<file path="config.mk">
export PLATFORM = sky130hd
export DESIGN_NAME = accum_mult_ram_loader_flat
export DESIGN_NICKNAME = d
export VERILOG_FILES = /design/src/rtl/accum_mult_ram_loader_if.sv /design/src/rtl/accum_mult_ram_loader.sv /design/src/flat_wrapper.sv
export SDC_FILE = /design/constraint.sdc
export NUM_CORES = 1
export LEC_CHECK = 0
export CAP_MARGIN = 20
export CORE_ASPECT_RATIO = 0.7
export CORE_MARGIN = 3
export CORE_UTILIZATION = 42
export CTS_CLUSTER_DIAMETER = 80
export DETAILED_ROUTE_END_ITERATION = 12
export DONT_BUFFER_PORTS = 1
export SLEW_MARGIN = 20
export SYNTH_ARGS = -nofsm -noshare
export SYNTH_HDL_FRONTEND = slang
export SYNTH_SLANG_ARGS = --single-unit
</file>
<file path="constraint.sdc">
create_clock -name i_clk -period 2.47 [get_ports i_clk]
set_input_delay 0.741 -clock i_clk [delete_from_list [all_inputs] [get_ports i_clk]]
set_output_delay 0.741 -clock i_clk [all_outputs]
set_load 0.1 [all_outputs]
</file>
<file path="src/rtl/accum_mult_ram_loader_if.sv">
// ---------------------------------------------------------------------------
// accum_mult_ram_loader_if: word stream, RAM load port and status of the loader. Rev 1.0
// ---------------------------------------------------------------------------
`default_nettype none

interface accum_mult_ram_loader_if #(
  parameter int RAM_D_W = 32
);
  logic               i_start;
  logic               i_val;
  logic               o_rdy;
  logic [RAM_D_W-1:0] i_dat;
  logic [RAM_D_W-1:0] i_csum;
  logic [RAM_D_W-1:0] o_ram_d;
  logic               o_ram_we;
  logic               o_ram_se;
  logic               o_busy;
  logic               o_done;
  logic               o_err;

  modport master (
    output i_start, i_val, i_dat, i_csum,
    input  o_rdy, o_ram_d, o_ram_we, o_ram_se, o_busy, o_done, o_err
  );

  modport slave (
    input  i_start, i_val, i_dat, i_csum,
    output o_rdy, o_ram_d, o_ram_we, o_ram_se, o_busy, o_done, o_err
  );
endinterface

`default_nettype wire

</file>
<file path="src/rtl/accum_mult_ram_loader.sv">
// ---------------------------------------------------------------------------
// accum_mult_ram_loader: replays a word stream into the accum_mult_mod RAM
// chain; optional checksum under ACCUM_RAM_LOADER_CSUM_EN. Rev 1.0
// ---------------------------------------------------------------------------
`default_nettype none

module accum_mult_ram_loader #(
  parameter int RAM_A_W  = 8,
  parameter int RAM_D_W  = 32,
  parameter int NUM_RAMS = 12
) (
  input  logic                     i_clk,
  input  logic                     i_rst,
  accum_mult_ram_loader_if.slave   bus
);

  localparam int DEPTH  = 2 ** RAM_A_W;
  localparam int BCNT_W = (NUM_RAMS > 1) ? $clog2(NUM_RAMS) : 1;

  typedef enum logic [1:0] {
    IDLE   = 2'd0,
    WRITE  = 2'd1,
    SELECT = 2'd2,
    DONE   = 2'd3
  } state_t;

  state_t              state;
  state_t              next_state;
  logic [RAM_A_W-1:0]  wcnt;
  logic [BCNT_W-1:0]   bcnt;
  logic [RAM_D_W-1:0]  ram_d;
  logic                ram_we;
  logic                ram_se;
  logic                busy;
  logic                done;
  logic                err;

  logic last_word;
  logic last_bank;
  logic accept;
  logic start_load;

  assign last_word  = (wcnt == RAM_A_W'(DEPTH - 1));
  assign last_bank  = (bcnt == BCNT_W'(NUM_RAMS - 1));
  assign accept     = (state == WRITE) && bus.i_val;
  assign start_load = ((state == IDLE) || (state == DONE)) && bus.i_start;

  always_ff @(posedge i_clk) begin
    if (i_rst) begin
      state <= IDLE;
    end else begin
      state <= next_state;
    end
  end

  always_comb begin
    next_state = state;
    case (state)
      IDLE, DONE: begin
        if (bus.i_start) next_state = WRITE;
      end
      WRITE: begin
        if (bus.i_val && last_word) next_state = SELECT;
      end
      SELECT: begin
        next_state = last_bank ? DONE : WRITE;
      end
      default: next_state = IDLE;
    endcase
  end

  // Strobes default low so each write/select is a single-cycle pulse.
  always_ff @(posedge i_clk) begin
    if (i_rst) begin
      wcnt   <= '0;
      bcnt   <= '0;
      ram_d  <= '0;
      ram_we <= 1'b0;
      ram_se <= 1'b0;
      busy   <= 1'b0;
      done   <= 1'b0;
    end else begin
      ram_we <= 1'b0;
      ram_se <= 1'b0;
      case (state)
        IDLE, DONE: begin
          if (bus.i_start) begin
            wcnt <= '0;
            bcnt <= '0;
            busy <= 1'b1;
            done <= 1'b0;
          end
        end
        WRITE: begin
          if (bus.i_val) begin
            ram_d  <= bus.i_dat;
            ram_we <= 1'b1;
            if (!last_word) wcnt <= wcnt + RAM_A_W'(1);
          end
        end
        SELECT: begin
          ram_se <= 1'b1;
          wcnt   <= '0;
          if (last_bank) begin
            busy <= 1'b0;
            done <= 1'b1;
          end else begin
            bcnt <= bcnt + BCNT_W'(1);
          end
        end
        default: ;
      endcase
    end
  end

`ifdef ACCUM_RAM_LOADER_CSUM_EN
  logic [RAM_D_W-1:0] csum;

  // csum already holds the final word when SELECT of the last bank is seen.
  always_ff @(posedge i_clk) begin
    if (i_rst) begin
      csum <= '0;
      err  <= 1'b0;
    end else if (start_load) begin
      csum <= '0;
      err  <= 1'b0;
    end else begin
      if (accept) csum <= csum ^ bus.i_dat;
      if ((state == SELECT) && last_bank) err <= (csum != bus.i_csum);
    end
  end
`else
  logic unused_csum;
  assign unused_csum = ^{bus.i_csum, start_load, accept};
  assign err         = 1'b0;
`endif

  assign bus.o_rdy    = (state == WRITE);
  assign bus.o_ram_d  = ram_d;
  assign bus.o_ram_we = ram_we;
  assign bus.o_ram_se = ram_se;
  assign bus.o_busy   = busy;
  assign bus.o_done   = done;
  assign bus.o_err    = err;

endmodule

`default_nettype wire

</file>
<file path="src/flat_wrapper.sv">
// flat-port wrapper written by rule: the top's interface ports become plain ports
module accum_mult_ram_loader_flat 
#(
  parameter int RAM_A_W  = 8,
  parameter int RAM_D_W  = 32,
  parameter int NUM_RAMS = 12
)
  (i_clk, i_rst, bus_i_start, bus_i_val, bus_i_dat, bus_i_csum, bus_o_rdy, bus_o_ram_d, bus_o_ram_we, bus_o_ram_se, bus_o_busy, bus_o_done, bus_o_err);
  accum_mult_ram_loader_if #(.RAM_D_W(RAM_D_W)) bus_i ();
  input  logic i_clk;
  input  logic i_rst;
  input wire logic [$bits(bus_i.i_start)-1:0] bus_i_start;
  input wire logic [$bits(bus_i.i_val)-1:0] bus_i_val;
  input wire logic [$bits(bus_i.i_dat)-1:0] bus_i_dat;
  input wire logic [$bits(bus_i.i_csum)-1:0] bus_i_csum;
  output wire logic [$bits(bus_i.o_rdy)-1:0] bus_o_rdy;
  output wire logic [$bits(bus_i.o_ram_d)-1:0] bus_o_ram_d;
  output wire logic [$bits(bus_i.o_ram_we)-1:0] bus_o_ram_we;
  output wire logic [$bits(bus_i.o_ram_se)-1:0] bus_o_ram_se;
  output wire logic [$bits(bus_i.o_busy)-1:0] bus_o_busy;
  output wire logic [$bits(bus_i.o_done)-1:0] bus_o_done;
  output wire logic [$bits(bus_i.o_err)-1:0] bus_o_err;
  assign bus_i.i_start = bus_i_start;
  assign bus_i.i_val = bus_i_val;
  assign bus_i.i_dat = bus_i_dat;
  assign bus_i.i_csum = bus_i_csum;
  assign bus_o_rdy = bus_i.o_rdy;
  assign bus_o_ram_d = bus_i.o_ram_d;
  assign bus_o_ram_we = bus_i.o_ram_we;
  assign bus_o_ram_se = bus_i.o_ram_se;
  assign bus_o_busy = bus_i.o_busy;
  assign bus_o_done = bus_i.o_done;
  assign bus_o_err = bus_i.o_err;
  accum_mult_ram_loader #(.RAM_A_W(RAM_A_W), .RAM_D_W(RAM_D_W), .NUM_RAMS(NUM_RAMS)) u_core (.i_clk(i_clk), .i_rst(i_rst), .bus(bus_i));
endmodule
</file>
==> flow_summary.toml, run 1 <==
[synth]
muxShareOfSynthArea = 0.00485
synth_top_area_cell = "dfxtp_1"
synthAdderAreaFrac = 0.0303
synth_area_leaders = "dfxtp_1, nand2_1, a21oi_1"
synth_area_per_cell_um2 = 8.16
synth-edff-count = 0
synth_top_family_by_area = "simple AND/OR/NAND/NOR gates"
yosysWarnings = 0
yosysTopAreaCellShare = 0.485
synth_nets = 326
synth_cells = 253
synth-seq-cells = 50
synth_xor_xnor_area_share = 0.0127
synth_cell_types = 42
synth_flop_cell = "dfxtp_1"
syn_area_mm2 = 0.00206
synth_async_sr_flop_share = 0
synthSimpleGateAreaFrac = 0.259
ys_seq_area_frac = 0.485
synth_compound_area_frac = 0.167

[sta]
fin_tns_setup_ns = 0
hold_viol = 0
finClkSkew_ns = 0.00368
slew_headroom = 0.662
fin_crit_sh = 0.876
layout_min_cycle_time_ns = 2.16
slew_viol_final = 0
rsz0062_at_grt = "false"
setup_viol = 0
worst_slew_pin_slew_ns = 0.507
clock.fmax_mhz = 462

[floorplan]
core-area_mm2 = 0.00453
num_io_pins = 106
initial_core_util = 0.456
die_h_um = 64.7
row_count = 20
die-area_mm2 = 0.00581
fp.dieW_um = 89.8

[grt]
grt_use_total = 0.165
grt_pass1_wl_um = 7790
grt_max_degree = 50
antenna_found_initial = 0
grt_pass1_vias = 1736
overflow = 0

[cells_and_area]
fillers = 434
n_antenna_cell = 0
stdcell_count = 352
final_cell_mix = "nand2_1, dfxtp_1, a21oi_1"
final_nets = 358
layout_commonest_cell = "nand2_1"
fin_util = 0.552
syn_to_final_growth_pct = 21.2
drive_gt1_frac = 0.185

[setup_path]
r2r_slack_ns = 0.52
ff2ff_path_depth = 6
worstPathCellList = "inv_1, ha_1, buf_4"
critPathKind = "flop to output port"
crit_slowest_cell = "buf_4"
cp_max_fo = 7
cp_top_family = "buffers and inverters"
path_buf_inv = 2
end_kind = "output port"
crit_path_start_kind = "flop"
cpPeakStageDelay_ns = 0.39
r2r-start = "u_core.state[0]"
r2r-end = "u_core.wcnt[6]"
cp.arrival_ns = 1.42
critPathRequiredTime_ns = 1.73

[route]
vias = 1776
route.detailed.drc = 0
drt-vias-per-instance = 5.05
routed_wl_um = 4680
ant_nets = 0
drt_iter0_markers = 110
dr.pass1.iters = 4
wl_per_cell_um = 13.3

[worst_hold_path]
min_path_type = "flop to flop"
hold_depth = 2
min-delay-start = "u_core.bus.o_ram_d[31]"
holdPathEnd = "u_core.bus.o_ram_d[31]"

[cts]
clk_path_buf_depth = 2
h-tree-depth = 2
cts_setup_buffers = 0
path_clk_slew_ns = 0.09
cts_tree = "done"
clk_latency_ns = 0.30
cts_made_buffers = 5
holdBufCountCts = 0
cts_root_buf = "clkbuf_8"
cts_resized = 0
cts_num_sinks = 50

[pwr]
switchingPower_uw = 680
swShare = 0.351
intPower_uw = 1260
p_leak_uw = 0.000945
irDropWorstVdd_v = 0.000394
p_comb_frac = 0.264
p_per_area_mw_per_mm2 = 775
pwr-share-clk = 0.292
sequentialPowerShare = 0.444

[placement]
dp.cells = 344
gp_congestion = 0.769
hpwl_um = 3240
port_buffers = 0

[status]
status = "complete, no violations"

[flow_run]
cap_violations = 0
## cell type report
class                           count  area, um^2  area share
Clock buffer                        6        72.6      0.0290
Tap cell                           66        82.6      0.0330
Inverter                            4        15.0     0.00600
Multi-Input combinational cell    184         981       0.392
Timing Repair Buffer               40         313       0.125
Clock inverter                      2        37.5      0.0150
Sequential cell                    50        1000       0.400
## worst max-delay path by stage
stage,end,from,cells after the start
final,bus_o_rdy,u_core.state[1],3
after floorplan,u_core.wcnt[6],u_core.state[1],6
after detailed placement,u_core.wcnt[6],u_core.state[0],6
after CTS,bus_o_rdy,u_core.state[1],3
after global routing,bus_o_rdy,u_core.state[1],3
after global placement,u_core.wcnt[6],u_core.state[0],6
## Yosys cell counts, types with 2 or more instances
master    instances
a21oi_1          47
and2_1            2
buf_2             3
buf_4             2
clkbuf_1         10
dfxtp_1          50
ha_1              5
inv_1             4
nand2_1          71
nand2b_1          6
nand3_1           4
nand4_1           2
nor2_1            9
nor2b_1           2
nor3_1            3
o21bai_1          2
o32ai_1           4
xnor2_1           3
## logic make-up (layout without fill, tap and decap cells)
kind of cell | after synthesis | count (layout)
and+or+nand+nor | 114 | 114
AOI/OAI and AO/OA | 60 | 60
DFF | 50 | 50
buffers and inverters | 19 | 52
adders and majority gates | 5 | 5
xor gates and xnor gates | 3 | 3
other | 1 | 1
muxes | 1 | 1
## per-layer routing
| layer | vias to the layer above | wire length, um | track usage |
|---|---|---|---|
| met5 | - | 0 | 0 |
| met2 | 52 | 2050 | 0.263 |
| met1 | 799 | 2160 | 0.198 |
| met4 | 0 | 29 | 0.0612 |
| li1 | 923 | - | - |
| met3 | 2 | 435 | 0.0742 |
## tightest hold or removal path: stages, from the launching register on
cell and delay (ns):
dfxtp_1 0.32, nand2_1 0.05, a21oi_1 0.05
## power groups by stage
stage / combinational (uW) / clock, uW / sequential, uW
floorplan: 179 / 0 / 1130
global placement: 508 / 0 / 880
detailed placement: 513 / 0 / 881
CTS: 514 / 590 / 863
global route: 542 / 612 / 867
finish: 511 / 566 / 862
## registers in the layout, indices dropped and copies added (netlist names)
register / cells
u_core.bus.o_done: 1
u_core.bus.o_ram_d: 32
u_core.state: 2
u_core.wcnt: 8
u_core.bus.o_ram_se: 1
u_core.bus.o_busy: 1
u_core.bus.o_ram_we: 1
u_core.bcnt: 4
## through the flow
stage                     setup slack [ns]  hold WS [ns]  area, um^2  total power, uW
final                                0.306         0.452        2500             1940
after global routing                 0.208         0.473        2500             2020
after CTS                            0.306         0.454        2500             1970
after floorplan                      0.166         0.462        2060             1310
after detailed placement             0.556         0.441        2390             1390
after global placement               0.558         0.436        2390             1390
Note: power is estimated with default switching activity, not from simulation.
==> run 2: changes to the inputs <==
Settings changed: ABC_AREA from default to 1, SETUP_SLACK_MARGIN from default to 0.3.
==> run 2 against run 1 <==
Compared with the run above: non-clock buffer count is 1 higher; core utilization fell by 2.6 points; global-route usage is 1.6 points lower; clock skew shrank 0.0012 ns; hold slack better by 0.028 ns; synthesized cell count is 18% higher; flip-flop and latch count unchanged; count of clock-buffer cells in the layout unchanged; final cell count is 14% higher; cell area up 2.2%; maximum frequency increased by 4.2%; power is 40% higher; critical endpoint unchanged; largest cell class unchanged.
==> flow_summary.toml, run 2 <==
[grt]
overflow = 0
grt_pass1_wl_um = 7330
grt_pass1_vias = 1632
antenna_found_initial = 0
grt_use_total = 0.149
grt_max_degree = 40

[cells_and_area]
regArea_mm2 = 0.00100
syn_to_final_growth_pct = 19.5
multiInputGateArea_um2 = 952
final_nets = 405
drive_gt1_frac = 0.165
largest_reg_flops = 32
layout_commonest_cell = "nor2_1"
fillers = 487
n_antenna_cell = 0
final_cell_mix = "nor2_1, dfxtp_1, nand2_1"
stdcell_area_mm2 = 0.00256

[setup_path]
crit_slowest_cell = "dfxtp_1"
r2r_slack_ns = 0.79
worstPathCellList = "ha_1, buf_4, buf_4"
cp_top_family = "buffers and inverters"
critPathKind = "flop to output port"
cp_max_fo = 12
cp_common_cell = "buf_4"
critPathRequiredTime_ns = 1.73
cp.arrival_ns = 1.34
crit_path_start_kind = "flop"
path_buf_inv = 2
end_kind = "output port"
cpPeakStageDelay_ns = 0.38

[pwr]
p_leak_uw = 0.00112
irDropWorstVdd_v = 0.000608
pwr-share-clk = 0.208
intPower_uw = 1460
sequentialPowerShare = 0.356
p_comb_frac = 0.436
switchingPower_uw = 1250
swShare = 0.460
total_power_uw = 2710
p_per_area_mw_per_mm2 = 1060

[synth]
synth-edff-count = 0
synthTopCellsByCount = "nor2_1, dfxtp_1, nand2_1, o21ai_0, inv_1"
synth_area_leaders = "dfxtp_1, nor2_1, o21ai_0"
synth_cell_types = 23
synth_cells = 299
synth_most_common_cell = "nor2_1"
synth-seq-cells = 50
synth_flop_cell = "dfxtp_1"
synth_area_per_cell_um2 = 7.16
synth_nets = 372
yosysWarnings = 0
syn_area_mm2 = 0.00214
ys_seq_area_frac = 0.467
synth_async_sr_flop_share = 0
synth_top_area_cell = "dfxtp_1"
yosysTopAreaCellShare = 0.467

[worst_hold_path]
min_path_type = "flop to flop"

[sta]
rsz0062_at_grt = "false"
hold_ws_ns = 0.480
clock.fmax_mhz = 481
slew_viol_final = 0
fin_crit_sh = 0.841
hold_viol = 0
finClkSkew_ns = 0.00248
layout_min_cycle_time_ns = 2.08
fin_tns_setup_ns = 0
setup_viol = 0

[cts]
h-tree-depth = 2
cts_num_sinks = 50
clk_path_buf_depth = 2
clk_latency_ns = 0.29
path_clk_slew_ns = 0.09
cts_tree = "done"
cts_setup_buffers = 0
cts_made_buffers = 5
cts_root_buf = "clkbuf_8"
cts_resized = 0
holdBufCountCts = 0

[route]
drt_iter0_markers = 62
wl_met2_um = 2000
vias = 1840
route.detailed.drc = 0
routed_wl_um = 4500
top_layer = "met4"
wl_met3_um = 369
drt-vias-per-instance = 4.58
dr.pass1.iters = 4
ant_nets = 0
wl_per_cell_um = 11.2
wl_met1_um = 2110

[placement]
gp_congestion = 0.781
post_dp_cell_area_mm2 = 0.00245
hpwl_um = 3270
port_buffers = 0

[floorplan]
core-area_mm2 = 0.00486
fp.dieW_um = 91.4
row_count = 21
die_h_um = 65.8
die-area_mm2 = 0.00601
initial_core_util = 0.441
num_io_pins = 106

[status]
status = "complete, no violations"

[flow_run]
cap_violations = 0
## run 2: path summary, 6_finish.rpt
kind                        start  depth (start not counted)             end
hold / removal     u_core.bcnt[1]                          2  u_core.bcnt[1]
hold reg to reg    u_core.bcnt[1]                          2  u_core.bcnt[1]
setup reg to reg  u_core.state[0]                          8  u_core.wcnt[1]
setup / recovery  u_core.state[0]                          3       bus_o_rdy
## run 2: power groups by stage
stage                     Sequential (uW)  Clock [uW]  Combinational (uW)
after floorplan                      1570           0                 406
after global placement                979           0                1180
after detailed placement              983           0                1190
after CTS                             965         585                1190
after global routing                  978         615                1270
final                                 963         564                1180
## run 2: per-layer routing
| metal | GRT usage | up-vias |
|---|---|---|
| li1 | - | 998 |
| met1 | 0.196 | 791 |
| met2 | 0.232 | 49 |
| met3 | 0.0584 | 2 |
| met4 | 0.0320 | 0 |
| met5 | 0 | - |
## run 2: logic make-up after synthesis
logic type / after synthesis / share of synthesized area
AO/OA/AOI/OAI: 48 / 0.114
adder cells (fa/ha/maj): 5 / 0.0292
buffers and inverters: 42 / 0.0882
flip-flops: 50 / 0.467
other: 1 / 0.00175
AND/OR/NAND/NOR: 153 / 0.300
## run 2: cell type report
cell class,instances,area share
clock buffer,6,0.0284
clock inverter,2,0.0147
inverter,27,0.0396
multi-input combinational,207,0.372
sequential,50,0.391
tap,69,0.0337
timing repair buffer,41,0.120
## run 2: worst min-delay path, stage by stage (launching register included)
cell and delay [ns]:
dfxtp_1 0.33, nand2_1 0.06, a21oi_1 0.05
## run 2: metrics by stage
stage	cells	setup slack [ns]	util
2_1_floorplan	299	0.342	-
3_3_place_gp	394	0.695	0.504
3_5_place_dp	394	0.707	0.504
4_1_cts	402	0.366	0.526
5_1_grt	402	0.304	0.526
6_report	402	0.393	0.526
==> run 3: changes to the inputs <==
Clock period 2.47 ns to 2 ns, I/O delays scaled along.
==> run 3 against run 2 <==
Compared with the run above: clock skew is 0.0020 ns higher; sequential power grew 25%; core utilization grew 1.2 points; highest routed layer unchanged; worst setup slack got worse by 0.022 ns; critical path type unchanged; flip-flop and latch count stayed put; register-to-register slack worse by 0.32 ns; clock power rose by 27%; hold slack lost 0.13 ns; wire length is 0.24% higher; die area unchanged; critical path depth is the same.
==> flow_summary.toml, run 3 (same netlist as run 2, synthesis figures left out) <==
[worst_hold_path]
min-delay-start = "i_rst"
hold_depth = 1
holdPathEnd = "u_core.state[1]"
min_path_type = "input pin to flop"

[route]
wl_per_cell_um = 11.2
dr.pass1.iters = 4
route.detailed.drc = 0
drt_iter0_markers = 93
vias = 1891
routed_wl_um = 4510
ant_nets = 0
drt-vias-per-instance = 4.70

[pwr]
irDropWorstVdd_v = 0.000514
p_leak_uw = 0.00114
p_per_area_mw_per_mm2 = 1300

[floorplan]
die_h_um = 65.8
die-area_mm2 = 0.00601
initial_core_util = 0.441
core-area_mm2 = 0.00486
row_count = 21
num_io_pins = 106
fp.dieW_um = 91.4

[cells_and_area]
final_cell_mix = "nor2_1, dfxtp_1, nand2_1"
largest_reg_flops = 32
final_nets = 405
drive_gt1_frac = 0.195
syn_to_final_growth_pct = 22.3
n_antenna_cell = 0
fin_util = 0.539
layout_commonest_cell = "nor2_1"

[sta]
slew_viol_final = 0
fin_crit_sh = 0.815
hold_viol = 0
layout_min_cycle_time_ns = 1.63
setup_viol = 0
fin_tns_setup_ns = 0
finClkSkew_ns = 0.00452
clock.fmax_mhz = 614
rsz0062_at_grt = "false"

[placement]
gp_congestion = 0.833
port_buffers = 0
hpwl_um = 3240

[grt]
grt_pass1_vias = 1629
grt_use_total = 0.147
antenna_found_initial = 0
overflow = 0
grt_max_degree = 34
grt_pass1_wl_um = 7160

[flow_run]
cap_violations = 0

[cts]
cts_root_buf = "clkbuf_8"
cts_tree = "done"
clk_latency_ns = 0.30
clk_path_buf_depth = 2
h-tree-depth = 2
path_clk_slew_ns = 0.09
cts_num_sinks = 50
cts_made_buffers = 5

[setup_path]
cpPeakStageDelay_ns = 0.36
cp_max_fo = 3
r2r-end = "u_core.bcnt[3]"
crit_slowest_cell = "dfxtp_2"
critPathRequiredTime_ns = 1.40
crit_path_start_kind = "flop"
cp.arrival_ns = 1.03
worstPathCellList = "inv_2, ha_4, buf_12"
end_kind = "output port"
critPathKind = "flop to output port"
r2r_slack_ns = 0.47
startpoint = "u_core.state[1]"
ff2ff_path_depth = 10
r2r-start = "u_core.state[0]"

[status]
status = "complete, no violations"
-- run 3: cell types whose count changed in the layout (fill, tap and decap cells not counted), moves of 2 or more --
| cell | change |
|---|---|
| buf_12 | +2 |
| buf_4 | -2 |
| inv_1 | -3 |
| nor2_1 | -2 |
| dfxtp_1 | -2 |
| inv_2 | +3 |
| nor2_2 | +2 |
-- run 3: cell type report --
type                    instances  area, um^2
clock buffers                   5        68.8
clock inverters                 3        43.8
fillers                       518        2240
inverters                      27         101
multi-input cells             207         980
flip-flops and latches         50        1010
well taps                      69        86.3
repair buffers                 41         333
-- run 3: routing by layer --
| layer | vias up | GRT usage | share of wire |
|---|---|---|---|
| met5 | - | 0 | 0 |
| met4 | 0 | 0.0395 | 0.0064 |
| met3 | 4 | 0.0515 | 0.067 |
| met2 | 43 | 0.234 | 0.46 |
| met1 | 844 | 0.192 | 0.47 |
| li1 | 1000 | - | - |
-- run 3: worst max path at each step --
stage	end	depth (start not counted)
after floorplan	u_core.bus.o_ram_d[0]	7
after global placement	u_core.wcnt[1]	8
after detailed placement	u_core.wcnt[1]	8
after CTS	bus_o_rdy	3
after global routing	u_core.bcnt[0]	10
final	bus_o_rdy	3
-- run 3: per-stage QoR --
step           setup slack [ns]  total power (uW)  cells  hold slack [ns]  area [um^2]
2_1_floorplan             0.395              2460    299            0.442         2150
3_3_place_gp              0.287              2670    393            0.465         2470
3_5_place_dp              0.263              2690    393            0.466         2470
4_1_cts                   0.299              3440    402            0.341         2610
5_1_grt                   0.306              3590    402            0.331         2620
6_report                  0.371              3420    402            0.349         2620
-- run 3: repair_timing --
item                       4_1_cts  5_1_grt
pin swaps                        1        0
hold buffers                     0        0
setup endpoints to repair       10       15
gates resized for setup          5        9
setup buffers                    1        0
-- run 3: critical path, delay by kind of cell, from the launching register on --
kind	cells	cell delay [ns]
adder cells (fa/ha/maj)	1	0.16
buffers and inverters	2	0.21
flip-flops	1	0.36
-- run 3: power breakdown --
part	leakage [uW]	switching [uW]	internal, uW
registers	0.000409	62.0	1130
logic	0.000674	1170	336
clock network	0.0000585	340	375
